[config.mk]
export PLATFORM = sky130hd
export DESIGN_NAME = keypad_entry_ctrl_flat
export DESIGN_NICKNAME = d
export VERILOG_FILES = /design/src/rtl/keypad_entry_if.sv /design/src/rtl/keypad_entry_ctrl.sv /design/src/flat_wrapper.sv
export SDC_FILE = /design/constraint.sdc
export NUM_CORES = 1
export LEC_CHECK = 0
export CELL_PAD_IN_SITES_DETAIL_PLACEMENT = 1
export CELL_PAD_IN_SITES_GLOBAL_PLACEMENT = 2
export CORE_ASPECT_RATIO = 2
export CORE_MARGIN = 8
export CORE_UTILIZATION = 31
export DETAILED_ROUTE_END_ITERATION = 7
export GPL_ROUTABILITY_DRIVEN = 0
export HOLD_SLACK_MARGIN = 0.1
export PLACE_DENSITY = 0.86
export SETUP_SLACK_MARGIN = 0.4
export SLEW_MARGIN = 10
export SYNTH_ARGS = -nofsm -noshare
export SYNTH_HDL_FRONTEND = slang
export SYNTH_SLANG_ARGS = --single-unit
[constraint.sdc]
create_clock -name clk -period 2.55 [get_ports clk]
set_input_delay 0.6375 -clock clk [delete_from_list [all_inputs] [get_ports clk]]
set_output_delay 0.6375 -clock clk [all_outputs]
set_load 0.01 [all_outputs]
[src/rtl/keypad_entry_if.sv]
// Keypad-to-entry-logic signal bundle: scanner drives onehot/unlock, the controller drives the rest.
// The controller uses the slave modport; the scanner/consumer side uses master.
interface keypad_entry_if #(
    parameter int DIGITS  = 4,
    parameter int TRIES_W = 3
);
    logic [15:0]         onehot;
    logic                unlock;
    logic                key_valid;
    logic [3:0]          key_code;
    logic [4*DIGITS-1:0] digits;
    logic [3:0]          digit_count;
    logic                entry_valid;
    logic [4*DIGITS-1:0] entry_value;
    logic [TRIES_W-1:0]  tries;
    logic                locked;

    modport master (
        output onehot, unlock,
        input  key_valid, key_code, digits, digit_count,
               entry_valid, entry_value, tries, locked
    );

    modport slave (
        input  onehot, unlock,
        output key_valid, key_code, digits, digit_count,
               entry_valid, entry_value, tries, locked
    );
endinterface

[src/rtl/keypad_entry_ctrl.sv]
// Debounces a one-hot keypad vector into key events, builds a BCD entry and locks after MAX_TRIES entries.
// key_valid follows DEBOUNCE_CYCLES+1 cycles after a stable press; no backpressure, inputs sampled every cycle.
module keypad_entry_ctrl #(
    parameter int DIGITS          = 4,
    parameter int DEBOUNCE_CYCLES = 4,
    parameter int MAX_TRIES       = 5,
    parameter int TRIES_W         = 3
) (
    input  logic           clk,
    input  logic           rst_n,
    keypad_entry_if.slave  kif
);
    localparam int BUF_W = 4 * DIGITS;
    localparam int CNT_W = $clog2(DEBOUNCE_CYCLES + 1);
    localparam logic [3:0] CODE_ENTER = 4'hA;
    localparam logic [3:0] CODE_CLEAR = 4'hB;

    typedef enum logic [1:0] {IDLE, DEBOUNCE, HELD} state_t;

    state_t             state_q, state_d;
    logic [15:0]        cand_q, cand_d;
    logic [3:0]         cand_code_q, cand_code_d;
    logic [CNT_W-1:0]   cnt_q, cnt_d;
    logic               accept;

    logic               key_valid_q, key_valid_d;
    logic [3:0]         key_code_q, key_code_d;
    logic [BUF_W-1:0]   digits_q, digits_d;
    logic [3:0]         digit_count_q, digit_count_d;
    logic               entry_valid_q, entry_valid_d;
    logic [BUF_W-1:0]   entry_value_q, entry_value_d;
    logic [TRIES_W-1:0] tries_q, tries_d;
    logic               locked_q, locked_d;

    logic [4:0]         in_map;
    logic               buf_full;
    logic [TRIES_W-1:0] tries_inc;

    // Exact-value match also rejects multi-bit vectors; bit 4 flags a mapped key.
    function automatic logic [4:0] map_key(input logic [15:0] v);
        logic [4:0] r;
        case (v)
            16'h0008: r = {1'b1, 4'd0};
            16'h0080: r = {1'b1, 4'd1};
            16'h0040: r = {1'b1, 4'd2};
            16'h0020: r = {1'b1, 4'd3};
            16'h0800: r = {1'b1, 4'd4};
            16'h0400: r = {1'b1, 4'd5};
            16'h0200: r = {1'b1, 4'd6};
            16'h8000: r = {1'b1, 4'd7};
            16'h4000: r = {1'b1, 4'd8};
            16'h2000: r = {1'b1, 4'd9};
            16'h0002: r = {1'b1, CODE_ENTER};
            16'h0001: r = {1'b1, CODE_CLEAR};
            default:  r = 5'd0;
        endcase
        return r;
    endfunction

    assign in_map    = map_key(kif.onehot);
    assign buf_full  = (digit_count_q == 4'(DIGITS));
    assign tries_inc = tries_q + TRIES_W'(1);

    always_comb begin
        state_d     = state_q;
        cand_d      = cand_q;
        cand_code_d = cand_code_q;
        cnt_d       = cnt_q;
        accept      = 1'b0;
        case (state_q)
            IDLE: begin
                if (in_map[4]) begin
                    cand_d      = kif.onehot;
                    cand_code_d = in_map[3:0];
                    cnt_d       = '0;
                    state_d     = DEBOUNCE;
                end
            end
            DEBOUNCE: begin
                if (kif.onehot != cand_q) begin
                    cnt_d   = '0;
                    state_d = IDLE;
                end else if (cnt_q == CNT_W'(DEBOUNCE_CYCLES - 1)) begin
                    cnt_d   = '0;
                    accept  = 1'b1;
                    state_d = HELD;
                end else begin
                    cnt_d = cnt_q + CNT_W'(1);
                end
            end
            HELD: begin
                // Any nonzero value, including a different key, restarts the release count.
                if (kif.onehot != 16'h0) begin
                    cnt_d = '0;
                end else if (cnt_q == CNT_W'(DEBOUNCE_CYCLES - 1)) begin
                    cnt_d   = '0;
                    state_d = IDLE;
                end else begin
                    cnt_d = cnt_q + CNT_W'(1);
                end
            end
            default: begin
                cnt_d   = '0;
                state_d = IDLE;
            end
        endcase
    end

    always_comb begin
        key_valid_d   = accept;
        key_code_d    = accept ? cand_code_q : key_code_q;
        digits_d      = digits_q;
        digit_count_d = digit_count_q;
        entry_valid_d = 1'b0;
        entry_value_d = entry_value_q;
        tries_d       = tries_q;
        locked_d      = locked_q;
        if (accept) begin
            if (cand_code_q <= 4'd9) begin
                if (!locked_q && !buf_full) begin
                    digits_d      = (digits_q << 4) | BUF_W'(cand_code_q);
                    digit_count_d = digit_count_q + 4'd1;
                end
            end else if (cand_code_q == CODE_CLEAR) begin
                digits_d      = '0;
                digit_count_d = 4'd0;
            end else if (buf_full && !locked_q && !kif.unlock) begin
                entry_valid_d = 1'b1;
                entry_value_d = digits_q;
                digits_d      = '0;
                digit_count_d = 4'd0;
                tries_d       = tries_inc;
                locked_d      = (tries_inc == TRIES_W'(MAX_TRIES));
            end
        end
        // unlock overrides a simultaneous entry: the entry above was already suppressed.
        if (kif.unlock) begin
            tries_d  = '0;
            locked_d = 1'b0;
        end
    end

    always_ff @(posedge clk) begin
        if (!rst_n) begin
            state_q       <= IDLE;
            cand_q        <= '0;
            cand_code_q   <= '0;
            cnt_q         <= '0;
            key_valid_q   <= 1'b0;
            key_code_q    <= '0;
            digits_q      <= '0;
            digit_count_q <= '0;
            entry_valid_q <= 1'b0;
            entry_value_q <= '0;
            tries_q       <= '0;
            locked_q      <= 1'b0;
        end else begin
            state_q       <= state_d;
            cand_q        <= cand_d;
            cand_code_q   <= cand_code_d;
            cnt_q         <= cnt_d;
            key_valid_q   <= key_valid_d;
            key_code_q    <= key_code_d;
            digits_q      <= digits_d;
            digit_count_q <= digit_count_d;
            entry_valid_q <= entry_valid_d;
            entry_value_q <= entry_value_d;
            tries_q       <= tries_d;
            locked_q      <= locked_d;
        end
    end

    assign kif.key_valid   = key_valid_q;
    assign kif.key_code    = key_code_q;
    assign kif.digits      = digits_q;
    assign kif.digit_count = digit_count_q;
    assign kif.entry_valid = entry_valid_q;
    assign kif.entry_value = entry_value_q;
    assign kif.tries       = tries_q;
    assign kif.locked      = locked_q;
endmodule

[src/flat_wrapper.sv]
// flat-port wrapper written by rule: the top's interface ports become plain ports
module keypad_entry_ctrl_flat 
#(
    parameter int DIGITS          = 4,
    parameter int DEBOUNCE_CYCLES = 4,
    parameter int MAX_TRIES       = 5,
    parameter int TRIES_W         = 3
)
  (clk, rst_n, kif_onehot, kif_unlock, kif_key_valid, kif_key_code, kif_digits, kif_digit_count, kif_entry_valid, kif_entry_value, kif_tries, kif_locked);
  keypad_entry_if #(.DIGITS(DIGITS), .TRIES_W(TRIES_W)) kif_i ();
  input  logic clk;
  input  logic rst_n;
  input wire logic [$bits(kif_i.onehot)-1:0] kif_onehot;
  input wire logic [$bits(kif_i.unlock)-1:0] kif_unlock;
  output wire logic [$bits(kif_i.key_valid)-1:0] kif_key_valid;
  output wire logic [$bits(kif_i.key_code)-1:0] kif_key_code;
  output wire logic [$bits(kif_i.digits)-1:0] kif_digits;
  output wire logic [$bits(kif_i.digit_count)-1:0] kif_digit_count;
  output wire logic [$bits(kif_i.entry_valid)-1:0] kif_entry_valid;
  output wire logic [$bits(kif_i.entry_value)-1:0] kif_entry_value;
  output wire logic [$bits(kif_i.tries)-1:0] kif_tries;
  output wire logic [$bits(kif_i.locked)-1:0] kif_locked;
  assign kif_i.onehot = kif_onehot;
  assign kif_i.unlock = kif_unlock;
  assign kif_key_valid = kif_i.key_valid;
  assign kif_key_code = kif_i.key_code;
  assign kif_digits = kif_i.digits;
  assign kif_digit_count = kif_i.digit_count;
  assign kif_entry_valid = kif_i.entry_valid;
  assign kif_entry_value = kif_i.entry_value;
  assign kif_tries = kif_i.tries;
  assign kif_locked = kif_i.locked;
  keypad_entry_ctrl #(.DIGITS(DIGITS), .DEBOUNCE_CYCLES(DEBOUNCE_CYCLES), .MAX_TRIES(MAX_TRIES), .TRIES_W(TRIES_W)) u_core (.clk(clk), .rst_n(rst_n), .kif(kif_i));
endmodule
==> results of run 1 <==
## routing by layer
layer | track usage, % | routed length, um | vias up
met5 | 0 | 0 | -
met4 | 9.83 | 843 | 0
met3 | 3.85 | 565 | 52
met2 | 33.1 | 7940 | 115
met1 | 13.3 | 4290 | 1725
li1 | - | - | 1654
## Yosys cell counts, types with 2 or more instances
cell	number	share of area, %
inv_1	8	0.87
nor3_1	13	1.9
o21ai_0	26	3.8
o41ai_1	2	0.51
ha_1	8	2.9
xor2_1	12	3.0
clkbuf_1	12	1.3
o21ai_1	4	0.58
nand4_1	6	1.1
nand3_1	38	5.5
a211oi_1	2	0.43
a21oi_1	5	0.72
a31o_1	4	1.0
nor2_1	17	1.8
buf_2	8	1.2
or3_1	4	0.72
nand2b_1	3	0.54
nand4b_1	3	0.76
dfxtp_1	71	41
buf_6	5	1.6
mux2i_1	34	9.8
nand2_1	47	5.1
xnor2_1	14	3.5
nand3b_1	4	0.87
buf_1	2	0.22
and3_1	7	1.3
nor4_1	2	0.36
or4_1	3	0.65
nor2b_1	3	0.54
## through the flow
step | hold slack (ns) | utilization [%] | TNS [ns] | area (sq um) | instances
5_1_grt | 0.505 | 51.5 | 0 | 5600 | 668
3_3_place_gp | 0.456 | 42.3 | -20.38 | 4600 | 621
3_5_place_dp | 0.463 | 42.3 | -22.70 | 4600 | 621
2_1_floorplan | 0.448 | - | 0 | 3520 | 391
4_1_cts | 0.475 | 47.6 | 0 | 5180 | 649
6_report | 0.472 | 51.5 | 0 | 5600 | 668
## state kept, by name (all words and copies together), names as in the netlist
name / cells
u_core.kif.digits: 16
u_core.cand_q: 16
u_core.state_q: 2
u_core.cnt_q: 3
u_core.kif.key_valid: 1
u_core.kif.digit_count: 4
u_core.cand_code_q: 4
u_core.kif.tries: 3
u_core.kif.entry_value: 16
u_core.kif.key_code: 4
u_core.kif.entry_valid: 1
u_core.kif.locked: 1
## worst max path at each step
stage                                    endpoint  slack [ns]  cells past startpoint
3_5_place_dp         u_core.cnt_q[0]$_SDFFE_PN0P_       -0.53                      7
4_1_cts          u_core.kif.tries[2]$_SDFFE_PP0P_        0.41                     10
5_1_grt             u_core.cand_q[5]$_SDFFE_PN0P_        0.26                     10
2_1_floorplan  u_core.cand_code_q[2]$_SDFFE_PN0P_        0.38                      8
3_3_place_gp        u_core.cand_q[5]$_SDFFE_PN0P_       -0.44                      8
6_report        u_core.kif.digits[3]$_SDFFE_PN0P_        0.36                     10
## timing repair
action,in CTS,in global routing
setup buffers,11,15
cloned,1,4
setup endpoints to repair,69,65
resized for setup,88,71
pin swaps,20,27
## power by group
group | switching, uW | internal, uW
clock network | 481 | 879
logic | 123 | 99.8
registers | 0.0471 | 1110
## logic make-up after synthesis
family	Yosys count	synth area share (%)
muxes	34	9.81
AOI/OAI and AO/OA	58	11.1
and+or+nand+nor	158	23.4
buffers and inverters	36	5.27
xor gates and xnor gates	26	6.57
DFF	71	41.0
adders and majority gates	8	2.89
## tightest hold or removal path, stage by stage (launching register included)
cell and delay (ns):
dfxtp_1 0.31, nand3_1 0.05, o21ai_0 0.06
## layout make-up
| cell class | count | share of cell area [%] |
|---|---|---|
| repair buffers | 147 | 25.1 |
| inverters | 9 | 0.648 |
| clock buffers | 10 | 4.27 |
| well taps | 140 | 3.13 |
| flip-flops and latches | 71 | 25.5 |
| clock inverters | 6 | 1.50 |
| multi-input cells | 285 | 39.9 |
==> metrics.md, run 1 <==
| Metric | Value |
|---|---|
| Row cnt | 54 |
| DP Wirelength | between 8 and 9 mm |
| Port buffer count | 64 |
| Start point of the critical path | kif_onehot[15] |
| Finish-stage setup viols | 0 |
| Clock transition at path regs | 0.06 ns |
| Slew @ Worst Pin | 0.648 ns |
| Final total power | between 2000 and 3000 uW |
| Largest net degree at the start of global routing | 39 |
| Fillers | 1209 |
| DRT Wirelength | ~14 mm |
| Buf/Inv on CP | 4 |
| CTS tree | yes |
| Number of global-route vias before repair | 3804 |
| Synthesized flop and latch total | 71 |
| Status | complete, no violations |
| Reg2reg end | u_core.kif.digits[3]$_SDFFE_PN0P_ |
| Post-synthesis sequential area ratio | 41.0% |
| Synth-to-layout area growth | 61.5% |
| Largest stage delay, worst path | between 0.3 and 0.4 ns |
| Clk root buf | clkbuf_16 |
| Synth unique cells | 53 |
| Cell Area, Synth | 3470 sq um |
| Setup WS pre-CTS | -0.535 ns |
| RSZ-0062 raised after global routing | true |
| Most common cell on crit path | buf_4 |
| Crit-path max FO | 6 |
| RR Startpoint | u_core.cand_q[15]$_SDFFE_PN0P_ |
| Delay-heaviest family, CP | simple AND/OR/NAND/NOR gates |
| Final Hold Viols | 0 |
| PwrDens | 480 nW/um^2 |
| Avg Inst Size Synth | 8.87 sq um |
| Vias | 3546 |
| Prevailing post-synth register cell | dfxtp_1 |
| HP Start | u_core.kif.entry_value[15]$_SDFFE_PN0P_ |
| Synth warn | 0 |
| CTS Sinks | 71 |
| Most frequent cells in the layout | dfxtp_1, buf_4, nand2_1 |
| FFs w/ async S/R, synth | 0% |
| Most common cell after layout, fill and taps aside | dfxtp_1 |
| Hold Crit Depth | 2 |
| Static Leak | 0.00240 uW |
| Post-cts hold buffer count | 0 |
| Number of max-cap violations | 0 |
| Crit path required time | 2.77 ns |
| Number of synthesized flops with an enable pin | 0 |
| First-pass GRT wire length | 19.0 mm |
| Die width | 90.8 um |
| Setup WS post-layout | approximately 0.36 ns |
| Area of the multi-input gates | 2230 sq um |
| Die ar. | 15000 sq um |
| Critical path cell sequence | buf_8 > xnor2_2 > buf_4 > nand4_1 > nor3b_4 > buf_4 > nand3_4 > or2_4 > clkbuf_16 > mux2i_1 |
| CP Class | input port to flip-flop |
| Worst Hold Path EP | u_core.kif.entry_value[15]$_SDFFE_PN0P_ |
| Final net count | 550 |
| Total grt overflow | 0 |
| Crit end category | flip-flop |
| Rel. slew slack | approximately 57% |
| Cells after synthesis | 391 |
| Share of layout cells above drive strength 1 | between 30% and 40% |
| Die H | 166 um |
| DRT Pass-1 Iters | 4 |
| Synth Net Count | 418 |
| Fin crit share | 86.0% |
| H-tree Lvls | 3 |
| Slowest CP cell | or2_4 |
| Final Skew | roughly 0.0039 ns |
| CP Launch Type | input port |
| Core ar. | approximately 11000 sq um |
| Worst reg2reg setup slack | 0.40 ns |
| Gr usage total | 16.1% |
| Register area | around 1400 sq um |
| R2R depth | 9 |
| CP arrival | 2.41 ns |
| Initial DRC count | 84 |
| Peak Freq | approximately 460 MHz |
| Period minus WS final | 2.19 ns |
| Worst IR Drop VDD | 294 uV |
| HP Class | flip-flop to flip-flop |
| DRC viols | 0 |
| Final Slew Violations | 0 |
| Top Ports | 65 |
| Via-per-instance ratio | around 5.3 |
| Initial Util | 31.9% |
| Antenna viol nets, final | 0 |
| Wirelength per Cell | 20.4 um |
| Initial antenna violation count | 0 |
| Worst-case clock buffer depth | 2 |
| # diodes | 0 |
| TritonCTS buffer count | 9 |
| Clk_lat worst skew | 0.33 ns |
Power figures use the tool's default switching activity.
==> run 2, diff against run 1 <==
--- a/config.mk
+++ b/config.mk
@@ -14,6 +14,7 @@
 export GPL_ROUTABILITY_DRIVEN = 0
 export HOLD_SLACK_MARGIN = 0.1
 export PLACE_DENSITY = 0.86
+export REMOVE_ABC_BUFFERS = 1
 export SETUP_SLACK_MARGIN = 0.4
 export SLEW_MARGIN = 10
 export SYNTH_ARGS = -nofsm -noshare
==> metrics.md, run 2 (same netlist as run 1, synthesis figures left out) <==
| Metric | Value |
|---|---|
| Status | complete, no violations |
| Number of max-cap violations | 0 (unchanged) |
| Total grt overflow | 0 (unchanged) |
| CP arrival | 2.54 ns (+0.13 ns) |
| Setup WS pre-CTS | -0.459 ns (+0.0755 ns) |
| Period minus WS final | 2.28 ns (+0.0870 ns) |
| Peak Freq | 439 MHz (-3.8%) |
| DRC viols | 0 (unchanged) |
| RSZ-0062 raised after global routing | true |
| Final Slew Violations | 0 (unchanged) |
| Final total power | 2650 uW (-1.5%) |
| Largest net degree at the start of global routing | 40 (+2.6%) |
| Crit path required time | 2.81 ns (+0.04 ns) |
| Clock transition at path regs | 0.06 ns (about the same) |
| First-pass GRT wire length | 19.5 mm (+2.3%) |
| Die width | 90.8 um (unchanged) |
| Start point of the critical path | kif_unlock |
| DRT Pass-1 Iters | 5 (+1) |
| Clk root buf | clkbuf_16 |
| PwrDens | 494 nW/um^2 (+2.9%) |
| Row cnt | 54 (unchanged) |
| CP Launch Type | input port |
| Fillers | 1229 (+1.7%) |
| Core ar. | 10900 sq um (unchanged) |
| Crit end category | flip-flop |
| RR Startpoint | u_core.kif.digit_count[1]$_SDFFE_PN0P_ |
| Worst reg2reg setup slack | 0.33 ns (-0.07 ns) |
| Vias | 3508 (-1.1%) |
| Finish-stage setup viols | 0 (unchanged) |
| Number of global-route vias before repair | 3818 (+0.37%) |
| Wirelength per Cell | 19.4 um (-4.8%) |
| Port buffer count | 64 (unchanged) |
| Die H | 166 um (unchanged) |
| # diodes | 0 (unchanged) |
| Worst IR Drop VDD | 413 uV (+40%) |
| Rel. slew slack | 55.3% (-1.4 points) |
| Initial DRC count | 95 (+13%) |
| Most common cell after layout, fill and taps aside | dfxtp_1 |
| Antenna viol nets, final | 0 (unchanged) |
| Setup WS post-layout | 0.271 ns (-0.0870 ns) |
| Clk_lat worst skew | 0.34 ns (about the same) |
| Fin crit share | 89.4% (+3.4 points) |
| Post-cts hold buffer count | 0 (unchanged) |
| Final Skew | 0.0108 ns (+0.00690 ns) |
| Gr usage total | 16.4% (+0.27 points) |
| Final Hold Viols | 0 (unchanged) |
| Die ar. | 15000 sq um (unchanged) |
| Most frequent cells in the layout | dfxtp_1, buf_4, nand2_1, clkdlybuf4s50_1, nand3_1 |
| CP Class | input port to flip-flop |
| CTS Sinks | 71 (unchanged) |
| Initial Util | 31.9% (unchanged) |
| Slew @ Worst Pin | 0.670 ns (+0.0223 ns) |
| HP Start | u_core.kif.entry_value[4]$_SDFFE_PN0P_ |
| Static Leak | 0.00235 uW (-2.2%) |
| HP Class | flip-flop to flip-flop |
| Final hold slack | 0.460 ns (-0.0124 ns) |
| CTS tree | yes |
| Final net count | 547 (-0.55%) |
| Top Ports | 65 (unchanged) |
| TritonCTS buffer count | 9 (unchanged) |
| Synth-to-layout area growth | 54.7% |
| Share of layout cells above drive strength 1 | 28.6% (-4.1 points) |
| Initial antenna violation count | 0 (unchanged) |
| DP Wirelength | 8.19 mm (-7.8%) |
| DRT Wirelength | 12.9 mm (-5.4%) |
| Worst-case clock buffer depth | 2 (unchanged) |
| Crit-path max FO | 4 (-2) |
| Via-per-instance ratio | 5.28 (-0.48%) |
| H-tree Lvls | 3 (unchanged) |
run 2: stage by stage:
stage               setup TNS [ns]  instances  utilization, %  cell area [sq um]
detailed placement          -18.03        623            42.0               4570
finish                           0        664            49.3               5370
global placement            -13.11        623            42.0               4570
global route                     0        664            49.3               5370
floorplan                 -0.00225        364               -               3320
CTS                              0        656            48.5               5280
run 2: layer usage:
layer / GRT usage (%) / wire length, um
met1: 14.1 / 4320
met2: 33.1 / 7450
met3: 3.85 / 549
met4: 9.83 / 582
met5: 0 / 0
run 2: layout make-up:
| class | count | area [sq um] | share of cell area (%) |
|---|---|---|---|
| clock buffer | 9 | 225 | 4.20 |
| clock inverter | 6 | 86.3 | 1.61 |
| inverter | 9 | 33.8 | 0.630 |
| multi-input combinational | 287 | 2130 | 39.6 |
| sequential | 71 | 1420 | 26.5 |
| tap | 140 | 175 | 3.26 |
| timing repair buffer | 142 | 1300 | 24.2 |
run 2: where the power goes:
group | switching, uW | internal (uW) | leakage, uW
Sequential | 0.0456 | 1110 | 0.000572
Combinational | 111 | 85.1 | 0.00163
Clock | 495 | 849 | 0.000151
run 2: path summary, 6_finish.rpt:
kind,end,cells after the start
hold reg to reg,u_core.kif.entry_value[4]$_SDFFE_PN0P_,2
setup reg to reg,u_core.kif.digit_count[0]$_SDFFE_PN0P_,9
setup / recovery,u_core.kif.digit_count[0]$_SDFFE_PN0P_,7
hold / removal,u_core.kif.entry_value[4]$_SDFFE_PN0P_,2
run 2: repair_timing:
item,4_1_cts,5_1_grt
buffers inserted,13,6
endpoints found under the setup margin,69,68
cloned,5,2
hold endpoints to repair,0,0
pin swaps,26,17
resized for setup,80,40
run 2: critical path, cell delays in order:
cell             delay, ns
clkdlybuf4s50_1       0.54
nor3_1                0.30
a21oi_1               0.07
a2bb2oi_1             0.17
buf_4                 0.18
or4_4                 0.51
a21oi_2               0.13
==> run 3, diff against run 2 <==
--- a/config.mk
+++ b/config.mk
@@ -8,7 +8,7 @@
 export CELL_PAD_IN_SITES_DETAIL_PLACEMENT = 1
 export CELL_PAD_IN_SITES_GLOBAL_PLACEMENT = 2
 export CORE_ASPECT_RATIO = 2
-export CORE_MARGIN = 8
+export CORE_MARGIN = 2
 export CORE_UTILIZATION = 31
 export DETAILED_ROUTE_END_ITERATION = 7
 export GPL_ROUTABILITY_DRIVEN = 0
==> metrics.md, run 3 (same netlist as run 1, synthesis figures left out) <==
| Metric | Value |
|---|---|
| Status | complete, no violations |
| Setup WS post-layout | 0.418 ns (+0.146 ns) |
| Wirelength per Cell | 18.4 um (-5.4%) |
| Finish-stage setup viols | 0 (unchanged) |
| DRC viols | 0 (unchanged) |
| Most common cell on crit path | buf_4 |
| Die width | 78.8 um (-13%) |
| Worst-case clock buffer depth | 2 (unchanged) |
| Final net count | 539 (-1.5%) |
| Final Skew | 0.00570 ns (-0.00509 ns) |
| TritonCTS buffer count | 9 (unchanged) |
| Initial DRC count | 98 (+3.2%) |
| Fin crit share | 83.6% (-5.7 points) |
| CP Launch Type | input port |
| Crit path required time | 2.77 ns (-0.04 ns) |
| HP Class | flip-flop to flip-flop |
| Clk_lat worst skew | 0.33 ns (about the same) |
| Core ar. | 10900 sq um (unchanged) |
| Final Hold Viols | 0 (unchanged) |
| CTS tree | yes |
| Crit-path max FO | 4 (unchanged) |
| Placed cell count | 621 (-0.32%) |
| Port buffer count | 64 (unchanged) |
| Initial antenna violation count | 0 (unchanged) |
| Worst IR Drop VDD | 326 uV (-21%) |
| Row cnt | 54 (unchanged) |
| CP arrival | 2.35 ns (-0.19 ns) |
| Post-cts hold buffer count | 0 (unchanged) |
| CP Class | input port to flip-flop |
| Top Ports | 65 (unchanged) |
| Clk root buf | clkbuf_16 |
| Vias | 3441 (-1.9%) |
| DP Wirelength | 7.99 mm (-2.5%) |
| Share of layout cells above drive strength 1 | 29.1% (+0.44 points) |
| Util after Layout | 49.1% (-0.24 points) |
| Via-per-instance ratio | 5.25 (-0.71%) |
| Number of max-cap violations | 0 (unchanged) |
| Largest stage delay, worst path | 0.33 ns (-0.21 ns) |
| Final hold slack | 0.456 ns (-0.00415 ns) |
| Gr usage total | 20.1% (+3.7 points) |
| Fin cells | 656 (-1.2%) |
| RSZ-0062 raised after global routing | true |
| Static Leak | 0.00229 uW (-2.7%) |
| Antenna viol nets, final | 0 (unchanged) |
| Slowest CP cell | nor4_2 |
| Critical path cell sequence | buf_4 > xor2_2 > nor4_2 > and3_1 > buf_4 > nand4_1 > buf_6 > bufbuf_16 > nand3_2 > o21ai_2 |
| Number of global-route vias before repair | 3743 (-2.0%) |
| Die ar. | 12100 sq um (-20%) |
| Initial Util | 31.9% (unchanged) |
| Most frequent cells in the layout | dfxtp_1, buf_4, nand2_1, clkdlybuf4s50_1, mux2i_1 |
| Peak Freq | 469 MHz (+6.9%) |
| First-pass GRT wire length | 18.7 mm (-3.8%) |
| Clock transition at path regs | 0.05 ns (about the same) |
| H-tree Lvls | 3 (unchanged) |
| DRT Pass-1 Iters | 4 (-1) |
| PwrDens | 475 nW/um^2 (-3.7%) |
| Most common cell after layout, fill and taps aside | dfxtp_1 |
| Setup Total Neg Slack | 0 ns (unchanged) |
| Setup WS pre-CTS | -0.438 ns (+0.0217 ns) |
| Crit end category | flip-flop |
| CTS Sinks | 71 (unchanged) |
| Period minus WS final | 2.13 ns (-0.146 ns) |
| Largest net degree at the start of global routing | 46 (+15%) |
| DRT Wirelength | 12.1 mm (-6.6%) |
| Die H | 154 um (-7.2%) |
| Slew @ Worst Pin | 0.583 ns (-0.0873 ns) |
| # diodes | 0 (unchanged) |
| Synth-to-layout area growth | 54.0% |
| Rel. slew slack | 61.1% (+5.8 points) |
| Final Slew Violations | 0 (unchanged) |
| Total grt overflow | 0 (unchanged) |
## run 3: layer usage
layer  wire length (um)  up-vias  track usage (%)
met3                369       39             3.11
met1               3880     1670             17.6
li1                   -     1631                -
met4                712        0             13.2
met5                  0        -                0
met2               7090      101             40.0
## run 3: stage by stage
| stage | area (sq um) | total power [uW] |
|---|---|---|
| 5_1_grt | 5340 | 2630 |
| 4_1_cts | 5160 | 2540 |
| 3_5_place_dp | 4550 | 1300 |
| 6_report | 5340 | 2540 |
| 2_1_floorplan | 3320 | 1180 |
| 3_3_place_gp | 4550 | 1300 |
## run 3: worst max-delay path: cells and delay by family
family,cells,cell delay [ns]
AND/OR/NAND/NOR,4,0.79
buffers and inverters,4,0.71
XOR/XNOR,1,0.15
AO/OA/AOI/OAI,1,0.06
## run 3: final cells by class
class	instances	area, sq um
repair buffers	134	1240
multi-input cells	287	2180
inverters	9	33.8
clock inverters	3	43.8
fillers	1204	5540
well taps	140	175
flip-flops and latches	71	1420
clock buffers	12	246
## run 3: worst paths after layout
check / startpoint / endpoint / slack [ns] / depth (start not counted)
worst min-delay path: u_core.kif.entry_value[12]$_SDFFE_PN0P_ / u_core.kif.entry_value[12]$_SDFFE_PN0P_ / 0.46 / 2
worst max register to register: u_core.kif.digit_count[0]$_SDFFE_PN0P_ / u_core.kif.digits[10]$_SDFFE_PN0P_ / 0.46 / 9
worst max-delay path: kif_onehot[8] / u_core.kif.entry_value[14]$_SDFFE_PN0P_ / 0.42 / 10
worst min register to register: u_core.kif.entry_value[12]$_SDFFE_PN0P_ / u_core.kif.entry_value[12]$_SDFFE_PN0P_ / 0.46 / 2
## run 3: repair_timing
| item | 4_1_cts | 5_1_grt |
|---|---|---|
| setup buffers | 7 | 6 |
| gates resized for setup | 99 | 44 |
| endpoints found under the setup margin | 70 | 64 |
| pin swaps | 22 | 18 |
| gates cloned | 7 | 0 |
## run 3: power breakdown
part           switching (uW)  total [uW]  internal [uW]
combinational             109         193           84.1
clock                     457        1240            779
sequential             0.0526        1110           1110
total                     566        2540           1970
